File: src/rtl/uart_pkg.sv
// Shared definitions for the buffered UART transmitter: parity modes,
// transmit FSM encoding and a frame-length helper.
package uart_pkg;

  localparam int PARITY_NONE = 0;
  localparam int PARITY_EVEN = 1;
  localparam int PARITY_ODD  = 2;

  typedef enum logic [2:0] {
    ST_IDLE,
    ST_START,
    ST_DATA,
    ST_PARITY,
    ST_STOP
  } tx_state_e;

  // Bit times in one frame: start + data + optional parity + stop bits.
  function automatic int frame_bits(input int data_w, input int parity, input int stop_bits);
    return 1 + data_w + ((parity != PARITY_NONE) ? 1 : 0) + stop_bits;
  endfunction

endpackage

File: src/rtl/uart_sync_fifo.sv
// Single-clock write FIFO with separate occupancy counter, full/empty flags
// and a one-cycle overflow pulse for rejected writes.
module uart_sync_fifo #(
  parameter int DATA_W     = 8,
  parameter int DEPTH_LOG2 = 4
) (
  input  logic                  clk,
  input  logic                  rst_n,
  input  logic                  wr_en,
  input  logic [DATA_W-1:0]     wr_data,
  input  logic                  rd_en,
  output logic [DATA_W-1:0]     rd_data,
  output logic                  full,
  output logic                  empty,
  output logic [DEPTH_LOG2:0]   count,
  output logic                  overflow
);

  localparam int DEPTH = 1 << DEPTH_LOG2;

  logic [DATA_W-1:0]     mem_q [DEPTH];
  logic [DEPTH_LOG2-1:0] wr_ptr_q, wr_ptr_d;
  logic [DEPTH_LOG2-1:0] rd_ptr_q, rd_ptr_d;
  logic [DEPTH_LOG2:0]   count_q, count_d;
  logic                  overflow_q, overflow_d;
  logic                  push, pop;

  // Occupancy never exceeds DEPTH, so its MSB alone marks a full FIFO.
  assign full     = count_q[DEPTH_LOG2];
  assign empty    = (count_q == '0);
  assign count    = count_q;
  assign overflow = overflow_q;
  assign rd_data  = mem_q[rd_ptr_q];

  always_comb begin
    push       = wr_en && !full;
    pop        = rd_en && !empty;
    wr_ptr_d   = wr_ptr_q + DEPTH_LOG2'(push);
    rd_ptr_d   = rd_ptr_q + DEPTH_LOG2'(pop);
    overflow_d = wr_en && full;
    count_d    = count_q;
    if (push && !pop) begin
      count_d = count_q + 1'b1;
    end else if (pop && !push) begin
      count_d = count_q - 1'b1;
    end
  end

  always_ff @(posedge clk or negedge rst_n) begin
    if (!rst_n) begin
      wr_ptr_q   <= '0;
      rd_ptr_q   <= '0;
      count_q    <= '0;
      overflow_q <= 1'b0;
    end else begin
      wr_ptr_q   <= wr_ptr_d;
      rd_ptr_q   <= rd_ptr_d;
      count_q    <= count_d;
      overflow_q <= overflow_d;
    end
  end

  always_ff @(posedge clk) begin
    if (push) begin
      mem_q[wr_ptr_q] <= wr_data;
    end
  end

endmodule

File: src/rtl/uart_tx_buffered.sv
// UART transmitter with integrated baud divider and write FIFO; frames are
// sent back to back while words are queued and TX_EN is high.
module uart_tx_buffered
  import uart_pkg::*;
#(
  parameter int DATA_W     = 8,
  parameter int DEPTH_LOG2 = 4,
  parameter int CLK_DIV    = 434,
  parameter int PARITY     = PARITY_NONE,
  parameter int STOP_BITS  = 1
) (
  input  logic                CLK,
  input  logic                RST,
  input  logic                WR_EN,
  input  logic [DATA_W-1:0]   DATA,
  input  logic                TX_EN,
  output logic                TX,
  output logic                FULL,
  output logic                EMPTY,
  output logic [DEPTH_LOG2:0] COUNT,
  output logic                BUSY,
  output logic                OVERFLOW
);

  localparam int BAUD_W = (CLK_DIV > 1) ? $clog2(CLK_DIV) : 1;

  tx_state_e          state_q, state_d;
  logic [BAUD_W-1:0]  baud_q, baud_d;
  logic [3:0]         bit_q, bit_d;
  logic [DATA_W-1:0]  shift_q, shift_d;
  logic               par_q, par_d;
  logic               tx_q, tx_d;
  logic               busy_q, busy_d;
  logic               pop, load, bit_end, can_start, fifo_empty;
  logic [DATA_W-1:0]  fifo_data;

  uart_sync_fifo #(
    .DATA_W     (DATA_W),
    .DEPTH_LOG2 (DEPTH_LOG2)
  ) u_fifo (
    .clk      (CLK),
    .rst_n    (RST),
    .wr_en    (WR_EN),
    .wr_data  (DATA),
    .rd_en    (pop),
    .rd_data  (fifo_data),
    .full     (FULL),
    .empty    (fifo_empty),
    .count    (COUNT),
    .overflow (OVERFLOW)
  );

  assign EMPTY = fifo_empty;
  assign TX    = tx_q;
  assign BUSY  = busy_q;

  always_comb begin
    state_d   = state_q;
    bit_d     = bit_q;
    shift_d   = shift_q;
    par_d     = par_q;
    tx_d      = tx_q;
    pop       = 1'b0;
    load      = 1'b0;
    bit_end   = (baud_q == BAUD_W'(CLK_DIV - 1));
    can_start = !fifo_empty && TX_EN;
    baud_d    = (state_q == ST_IDLE || bit_end) ? '0 : baud_q + BAUD_W'(1);

    case (state_q)
      ST_IDLE: load = can_start;
      ST_START: begin
        if (bit_end) begin
          state_d = ST_DATA;
          tx_d    = shift_q[0];
          shift_d = shift_q >> 1;
          bit_d   = '0;
        end
      end
      ST_DATA: begin
        if (bit_end) begin
          if (bit_q == 4'(DATA_W - 1)) begin
            bit_d = '0;
            if (PARITY != PARITY_NONE) begin
              state_d = ST_PARITY;
              tx_d    = par_q;
            end else begin
              state_d = ST_STOP;
              tx_d    = 1'b1;
            end
          end else begin
            bit_d   = bit_q + 4'd1;
            tx_d    = shift_q[0];
            shift_d = shift_q >> 1;
          end
        end
      end
      ST_PARITY: begin
        if (bit_end) begin
          state_d = ST_STOP;
          tx_d    = 1'b1;
        end
      end
      ST_STOP: begin
        if (bit_end) begin
          if (bit_q == 4'(STOP_BITS - 1)) begin
            if (can_start) begin
              load = 1'b1;
            end else begin
              state_d = ST_IDLE;
              tx_d    = 1'b1;
            end
          end else begin
            bit_d = bit_q + 4'd1;
          end
        end
      end
      default: begin
        state_d = ST_IDLE;
        tx_d    = 1'b1;
      end
    endcase

    // Starting a frame, from idle or straight after a stop bit, pops the head word.
    if (load) begin
      pop     = 1'b1;
      state_d = ST_START;
      tx_d    = 1'b0;
      baud_d  = '0;
      shift_d = fifo_data;
      par_d   = (^fifo_data) ^ (PARITY == PARITY_ODD);
    end

    busy_d = (state_d != ST_IDLE);
  end

  always_ff @(posedge CLK or negedge RST) begin
    if (!RST) begin
      state_q <= ST_IDLE;
      baud_q  <= '0;
      bit_q   <= '0;
      shift_q <= '0;
      par_q   <= 1'b0;
      tx_q    <= 1'b1;
      busy_q  <= 1'b0;
    end else begin
      state_q <= state_d;
      baud_q  <= baud_d;
      bit_q   <= bit_d;
      shift_q <= shift_d;
      par_q   <= par_d;
      tx_q    <= tx_d;
      busy_q  <= busy_d;
    end
  end

endmodule
File: config.mk
export PLATFORM = sky130hd
export DESIGN_NAME = uart_tx_buffered
export DESIGN_NICKNAME = d
export VERILOG_FILES = /design/src/rtl/uart_pkg.sv /design/src/rtl/uart_sync_fifo.sv /design/src/rtl/uart_tx_buffered.sv
export SDC_FILE = /design/constraint.sdc
export NUM_CORES = 1
export LEC_CHECK = 0
export CORE_ASPECT_RATIO = 1.2
export CORE_MARGIN = 3
export CORE_UTILIZATION = 55
export DETAILED_ROUTE_END_ITERATION = 8
export PLACE_DENSITY = 0.76
export SLEW_MARGIN = 20
export SYNTH_ARGS = -nofsm -noshare
export SYNTH_HDL_FRONTEND = slang
export SYNTH_SLANG_ARGS = --single-unit
File: constraint.sdc
create_clock -name CLK -period 2.8 [get_ports CLK]
set_input_delay 0.42 -clock CLK [delete_from_list [all_inputs] [get_ports CLK]]
set_output_delay 0.42 -clock CLK [all_outputs]
set_load 0.02 [all_outputs]
==> impl_metrics.py, run 1 <==
metrics = {
    "setup_path": {
        "cpMostUsedCell": "ha_1",
        "cp_slowest_stage_delay_ns": 0.39,
        "crit_path_end_kind": "flop",
        "crit_required_ns": 3.10,
        "path_max_fanout": 4,
        "cp.arrival_ns": 2.91,
        "path_class": "flop to flop",
        "crit_path_start_kind": "flop",
        "cp.buffers_inverters": 2,
        "cp_slowest_cell": "dfrtp_1",
        "cp_top_family": "compound AO/OA/AOI/OAI gates",
        "worstPathCellList": "inv_1 > ha_1 > and4b_4 > nand4_1 > a211o_2 > ha_2 > inv_2 > ha_1 > a21o_1 > a21oi_2 > xnor2_1 > nor2_1 > xor2_1",
    },
    "power_and_ir_drop": {
        "switching_power_mw": 2.310,
        "seq_power_share_pct": 43.8,
        "power.total_mw": 7.519,
        "combPwrFrac_pct": 28.3,
        "p_leak_nw": 2.845,
        "clkPwrFrac_pct": 27.9,
        "ir_drop_v": 0.0005109,
        "p_int_mw": 5.209,
        "sw_frac_of_total_pct": 30.73,
        "powerDensity_nw_per_um2": 937.8,
    },
    "logic_synthesis": {
        "syn_area_per_cell_um2": 16.83,
        "seq_area_frac_synth_pct": 69.71,
        "synth_cells": 413,
        "ys.flop_type": "edfxtp_1",
        "yosys_warnings": 0,
        "ys_types": 49,
        "ys_ff_latch": 168,
        "syn_nets": 438,
        "synth_edf_count": 128,
        "mappedNetlistArea_um2": 6952,
        "async_flop_share_pct": 23.81,
    },
    "floorplanning": {
        "rows": 44,
        "start_util_pct": 56.88,
        "dieArea_um2": 14030,
        "die_x_um": 108.6,
        "fp.dieH_um": 129.2,
        "core_um2": 12220,
        "ios": 22,
    },
    "cells_and_area": {
        "layout.nets": 486,
        "final_cell_mix": "edfxtp_1, dfrtp_1, nor2_1, mux4_2, buf_4",
        "layout-drive-gt1-share_pct": 22.78,
        "area_growth_pct": 15.33,
        "stdcell_area_um2": 8018,
        "antenna-diode-count": 0,
        "n_fill_cell": 857,
        "final_common_cell": "edfxtp_1",
        "seq_area_um2": 4850,
        "multi_input_area_um2": 1997,
    },
    "timing": {
        "finClkSkew_ns": 0.009400,
        "rsz0062_at_grt": "false",
        "setup_tns_ns": 0,
        "whs_ns": 0.1219,
        "worst_slew_pin_slew_ns": 0.8894,
        "hold_viol": 0,
        "final.min_clock_period_ns": 2.607,
        "fmax_mhz": 383.6,
        "relSlewSlack_pct": 40.71,
        "period_share_pct": 93.11,
        "setup_viol": 0,
        "slew_viol_final": 0,
    },
    "route": {
        "ant_nets": 0,
        "drt_iter0_markers": 363,
        "drt_wl_total_um": 12980,
        "vias_per_cell": 5.838,
        "drc": 0,
        "wl_per_cell_um": 20.45,
        "drt_first_pass_iters": 5,
        "via_count": 3707,
    },
    "global_routing": {
        "busiest_layer": "met2",
        "grt_pass1_vias": 3879,
        "grt_max_degree": 41,
        "grt_pass1_wl_um": 20820,
        "antenna_found_initial": 0,
        "grt_remaining_overflow": 0,
        "grt.met2_usage_pct": 35.47,
        "use_met1_pct": 25.19,
        "use_met3_pct": 4.484,
        "track_usage_pct": 20.35,
    },
    "placement": {
        "portBuffers": 21,
        "detailed_place_hpwl_um": 8462,
        "gp_congestion": 0.7540,
        "placed_area_um2": 7468,
    },
    "status": {
        "status": "finished clean",
    },
    "hold_path": {
        "hold_class": "input pin to asynchronous set/reset pin",
    },
    "clock_tree": {
        "clock-sinks": 168,
        "cts_buffers": 17,
        "cts.clk_slew.worst_paths_ns": 0.06,
        "htreeDepth": 4,
        "cts_tree": "yes",
        "clock_path_buffers": 2,
        "worst_skew_pair.late_latency_ns": 0.42,
        "clock-root-buffer": "clkbuf_16",
    },
    "run": {
        "maxCapViolCount": 0,
    },
}
[final timing paths]
check | cells after the start | slack [ns] | end | startpoint
setup reg to reg | 13 | 0.19 | u_fifo.count[4] | baud_q[1]
hold reg to reg | 1 | 0.49 | baud_q[0] | baud_q[0]
min in group CLK | 1 | 0.49 | baud_q[0] | baud_q[0]
max in group asynchronous | 1 | 2.07 | u_fifo.rd_ptr_q[0] | RST
hold / removal | 1 | 0.12 | u_fifo.overflow | RST
setup / recovery | 13 | 0.19 | u_fifo.count[4] | baud_q[1]
[through the flow]
| stage | setup WS (ns) | util, % | instances |
|---|---|---|---|
| after floorplan | 0.02461 | - | 413 |
| after global placement | 0.07306 | 61.11 | 602 |
| after detailed placement | 0.02126 | 61.11 | 602 |
| after CTS | 0.005897 | 65.45 | 634 |
| after global routing | 0.01525 | 65.60 | 635 |
| final | 0.1928 | 65.60 | 635 |
[power groups by stage]
| stage | Clock (mW) | Combinational (mW) | Sequential (mW) |
|---|---|---|---|
| 2_1_floorplan | 0 | 1.51 | 3.30 |
| 5_1_grt | 2.22 | 2.35 | 3.34 |
| 3_3_place_gp | 0 | 2.06 | 3.32 |
| 4_1_cts | 2.13 | 2.15 | 3.30 |
| 3_5_place_dp | 0 | 2.12 | 3.35 |
| 6_report | 2.10 | 2.13 | 3.29 |
[cells by family (layout without fill, tap and decap cells)]
family                     count (synthesis)  after routing  share of synthesized area [%]
muxes                                     41             41                          11.70
AOI/OAI and AO/OA                         54             54                          5.220
DFF                                      168            168                          69.71
adders and majority gates                 13             13                          2.448
xor gates and xnor gates                  15             15                          1.890
buffers and inverters                     24             85                          1.764
and+or+nand+nor                           98             98                          7.272
[flip-flops by register name, summed over array words and instances (netlist names), 3 cells and up]
| name | count |
|---|---|
| u_fifo.wr_ptr_q | 4 |
| baud_q | 9 |
| shift_q | 8 |
| u_fifo.count | 5 |
| bit_q | 4 |
| u_fifo.mem_q | 128 |
| u_fifo.rd_ptr_q | 4 |
| state_q | 3 |
[timing repair]
action	in CTS	in global routing
setup endpoints to repair	0	2
resized for setup	0	3
buffers inserted	0	1
hold buffers	0	0
[layout make-up]
| cell class | count | share of cell area (%) |
|---|---|---|
| flip-flops and latches | 168 | 60.49 |
| clock inverters | 13 | 1.217 |
| repair buffers | 48 | 5.243 |
| well taps | 161 | 2.512 |
| multi-input cells | 221 | 24.91 |
| inverters | 5 | 0.2341 |
| clock buffers | 19 | 5.399 |
[cells in the mapped netlist, drive strengths merged, types with 11 or more instances]
library cell | number | area share [%]
edfxtp | 128 | 55
dfrtp | 39 | 14
nor2 | 36 | 1.9
mux4 | 32 | 10
a21oi | 16 | 1.2
a22oi | 16 | 1.7
nand2 | 16 | 0.86
ha | 12 | 2.2
buf | 11 | 1.1
o21ai | 11 | 0.85
[metal layers]
metal | routed length [um] | up-vias | part of all wire [%]
li1 | - | 1695 | -
met1 | 5087 | 1906 | 39
met2 | 7165 | 93 | 55
met3 | 573 | 13 | 4.4
met4 | 158 | 0 | 1.2
met5 | 0 | - | 0
Note: power is estimated with default switching activity, not from simulation.
==> inputs of run 2 (changes only) <==
--- a/config.mk
+++ b/config.mk
@@ -5,6 +5,7 @@
 export SDC_FILE = /design/constraint.sdc
 export NUM_CORES = 1
 export LEC_CHECK = 0
+export ABC_AREA = 1
 export CORE_ASPECT_RATIO = 1.2
 export CORE_MARGIN = 3
 export CORE_UTILIZATION = 55
==> run 2 against run 1 <==
  * Fmax increased by 1.5%
  * Non-clock buffer count is 4 lower
  * Clock power increased by 21%
  * Die area is 8.1% higher
  * Global-route usage is 1.4 points higher
  * Sequential power is essentially flat
  * Critical path type unchanged
  * Highest routed layer unchanged
==> impl_metrics.py, run 2 <==
metrics = {
    "route": {
        "via_count": 5244,
        "vias_per_cell": 5.390,
        "drc": 0,
        "drt_first_pass_iters": 6,
        "drt_wl_total_um": 15710,
        "wl_per_cell_um": 16.14,
        "drt_iter0_markers": 592,
        "ant_nets": 0,
    },
    "logic_synthesis": {
        "synth_top_cell_area_share_pct": 50.92,
        "yosysMostFrequentCell": "nand2_1",
        "synth_top_cell_by_area": "edfxtp_1",
        "ys_types": 35,
        "syn_nets": 781,
        "mappedNetlistArea_um2": 7548,
        "syn_area_per_cell_um2": 9.985,
        "ys_ff_latch": 168,
        "ys.flop_type": "edfxtp_1",
        "seq_area_frac_synth_pct": 64.20,
        "async_flop_share_pct": 23.81,
        "synth_edf_count": 128,
        "synth_cells": 756,
        "yosys_warnings": 0,
        "synth_commonest_cells": "nand2_1, edfxtp_1, nand3_1, inv_1, nor2_1",
        "synth_top_cells_by_area": "edfxtp_1, dfrtp_1, nand2_1",
    },
    "setup_path": {
        "critPathLaunch": "bit_q[0]",
        "crit_path_start_kind": "flop",
        "path_class": "flop to flop",
        "timing.rr.start": "bit_q[0]",
        "crit_path_end_kind": "flop",
        "cp.arrival_ns": 2.88,
        "crit_required_ns": 3.11,
        "path_max_fanout": 5,
    },
    "cells_and_area": {
        "seq_area_um2": 4847,
        "reg_top3": "u_fifo.mem_q x128, baud_q x9, shift_q x8",
        "multi_input_area_um2": 2195,
        "final_common_cell": "nand2_1",
        "n_fill_cell": 1045,
        "layout.nets": 817,
        "antenna-diode-count": 0,
        "largest_reg_flops": 128,
        "area_growth_pct": 14.44,
        "instances_no_fill": 973,
        "final_cell_mix": "nand2_1, edfxtp_1, nand3_1, inv_1, nor2_1",
        "largest_register": "u_fifo.mem_q",
        "layout-drive-gt1-share_pct": 9.565,
    },
    "clock_tree": {
        "clock-root-buffer": "clkbuf_16",
        "worst_skew_pair.late_latency_ns": 0.43,
        "clock-sinks": 168,
        "cts.clk_slew.worst_paths_ns": 0.07,
        "cts_resized": 0,
        "cts_tree": "yes",
        "cts_setup_buffers": 0,
        "cts_buffers": 17,
        "htreeDepth": 4,
        "ctsHoldBuffers": 0,
        "clock_path_buffers": 2,
    },
    "floorplanning": {
        "ios": 22,
        "fp.dieH_um": 134.3,
        "core_um2": 13350,
        "die_x_um": 112.9,
        "start_util_pct": 56.53,
        "rows": 46,
        "dieArea_um2": 15170,
    },
    "global_routing": {
        "grt_pass1_wl_um": 25540,
        "grt_remaining_overflow": 0,
        "grt_pass1_vias": 5149,
        "grt_max_degree": 66,
        "antenna_found_initial": 0,
        "track_usage_pct": 21.76,
    },
    "timing": {
        "relSlewSlack_pct": 40.86,
        "rsz0062_at_grt": "false",
        "final.min_clock_period_ns": 2.569,
        "finClkSkew_ns": 0.007378,
        "setup_viol": 0,
        "fmax_mhz": 389.3,
        "slew_viol_final": 0,
        "period_share_pct": 91.75,
        "worst_slew_pin_slew_ns": 0.8870,
        "hold_viol": 0,
        "setup_tns_ns": 0,
    },
    "run": {
        "maxCapViolCount": 0,
    },
    "placement": {
        "portBuffers": 21,
        "detailed_place_hpwl_um": 9857,
        "place_inst": 941,
        "gp_congestion": 0.9417,
    },
    "power_and_ir_drop": {
        "ir_drop_v": 0.0006183,
        "powerDensity_nw_per_um2": 971.9,
        "p_leak_nw": 3.727,
    },
    "hold_path": {
        "hold_class": "input pin to asynchronous set/reset pin",
    },
    "status": {
        "status": "finished clean",
    },
}
run 2: critical path: stages, from the launching register on:
cell and delay, ns:
dfrtp_1 0.40, inv_1 0.11, ha_1 0.17, nand2_2 0.05, nor2_2 0.13, nand3_2 0.15
nand2_1 0.09, nand2_1 0.08, ha_1 0.21, inv_1 0.16, ha_1 0.31, a21oi_1 0.16
nor2_1 0.07, o21ai_0 0.14, nand3_1 0.11, xnor2_1 0.13
run 2: cell type report:
cell class | instances | area share (%)
Clock buffer | 17 | 4.925
Multi-Input combinational cell | 469 | 25.41
Timing Repair Buffer | 44 | 4.519
Clock inverter | 15 | 2.607
Inverter | 92 | 3.998
Sequential cell | 168 | 56.11
Tap cell | 168 | 2.433
run 2: through the flow:
| stage | cell area [um^2] | hold slack, ns | setup slack, ns | total power [mW] | utilization, % |
|---|---|---|---|---|---|
| after floorplan | 7548 | 0.1244 | 0.3808 | 5.091 | - |
| after global placement | 7988 | 0.4556 | 0.2637 | 5.755 | 59.82 |
| after detailed placement | 7988 | 0.4655 | 0.1621 | 5.854 | 59.82 |
| after CTS | 8638 | 0.1454 | 0.2296 | 8.410 | 64.69 |
| after global routing | 8638 | 0.1769 | 0.02741 | 8.867 | 64.69 |
| final | 8638 | 0.1119 | 0.2310 | 8.396 | 64.69 |
run 2: power breakdown:
part | switching, mW | internal (mW)
registers | 0.223 | 3.03
clock network | 0.967 | 1.59
logic | 1.72 | 0.869
total | 2.91 | 5.49
run 2: cell families after synthesis:
group	after synthesis	share of synthesized area, %
xor+xnor	8	0.9283
simple gates	418	23.59
flops	168	64.20
compound gates	30	2.304
fa+ha+maj	13	2.254
buf+inv	119	6.730
run 2: worst paths after layout:
path / endpoint / slack (ns) / depth (start not counted)
min in group CLK: shift_q[2] / 0.48 / 2
hold / removal: baud_q[5] / 0.11 / 1
setup reg to reg: u_fifo.count[4] / 0.23 / 15
setup / recovery: u_fifo.count[4] / 0.23 / 15
max in group asynchronous: u_fifo.rd_ptr_q[0] / 2.07 / 1
hold reg to reg: shift_q[2] / 0.48 / 2
run 2: per-layer routing:
layer	global-route usage [%]	part of all wire, %
met1	28.44	41
met2	36.10	50
met3	5.054	6.6
met4	7.214	2.0
met5	0	0
==> inputs of run 3 (changes only) <==
--- a/config.mk
+++ b/config.mk
@@ -6,10 +6,12 @@
 export NUM_CORES = 1
 export LEC_CHECK = 0
 export ABC_AREA = 1
+export CAP_MARGIN = 20
 export CORE_ASPECT_RATIO = 1.2
 export CORE_MARGIN = 3
 export CORE_UTILIZATION = 55
 export DETAILED_ROUTE_END_ITERATION = 8
+export GPL_ROUTABILITY_DRIVEN = 0
 export PLACE_DENSITY = 0.76
 export SLEW_MARGIN = 20
 export SYNTH_ARGS = -nofsm -noshare
==> results of run 3 <==
No change in the layout: final DEF, timing and power equal those of run 2.
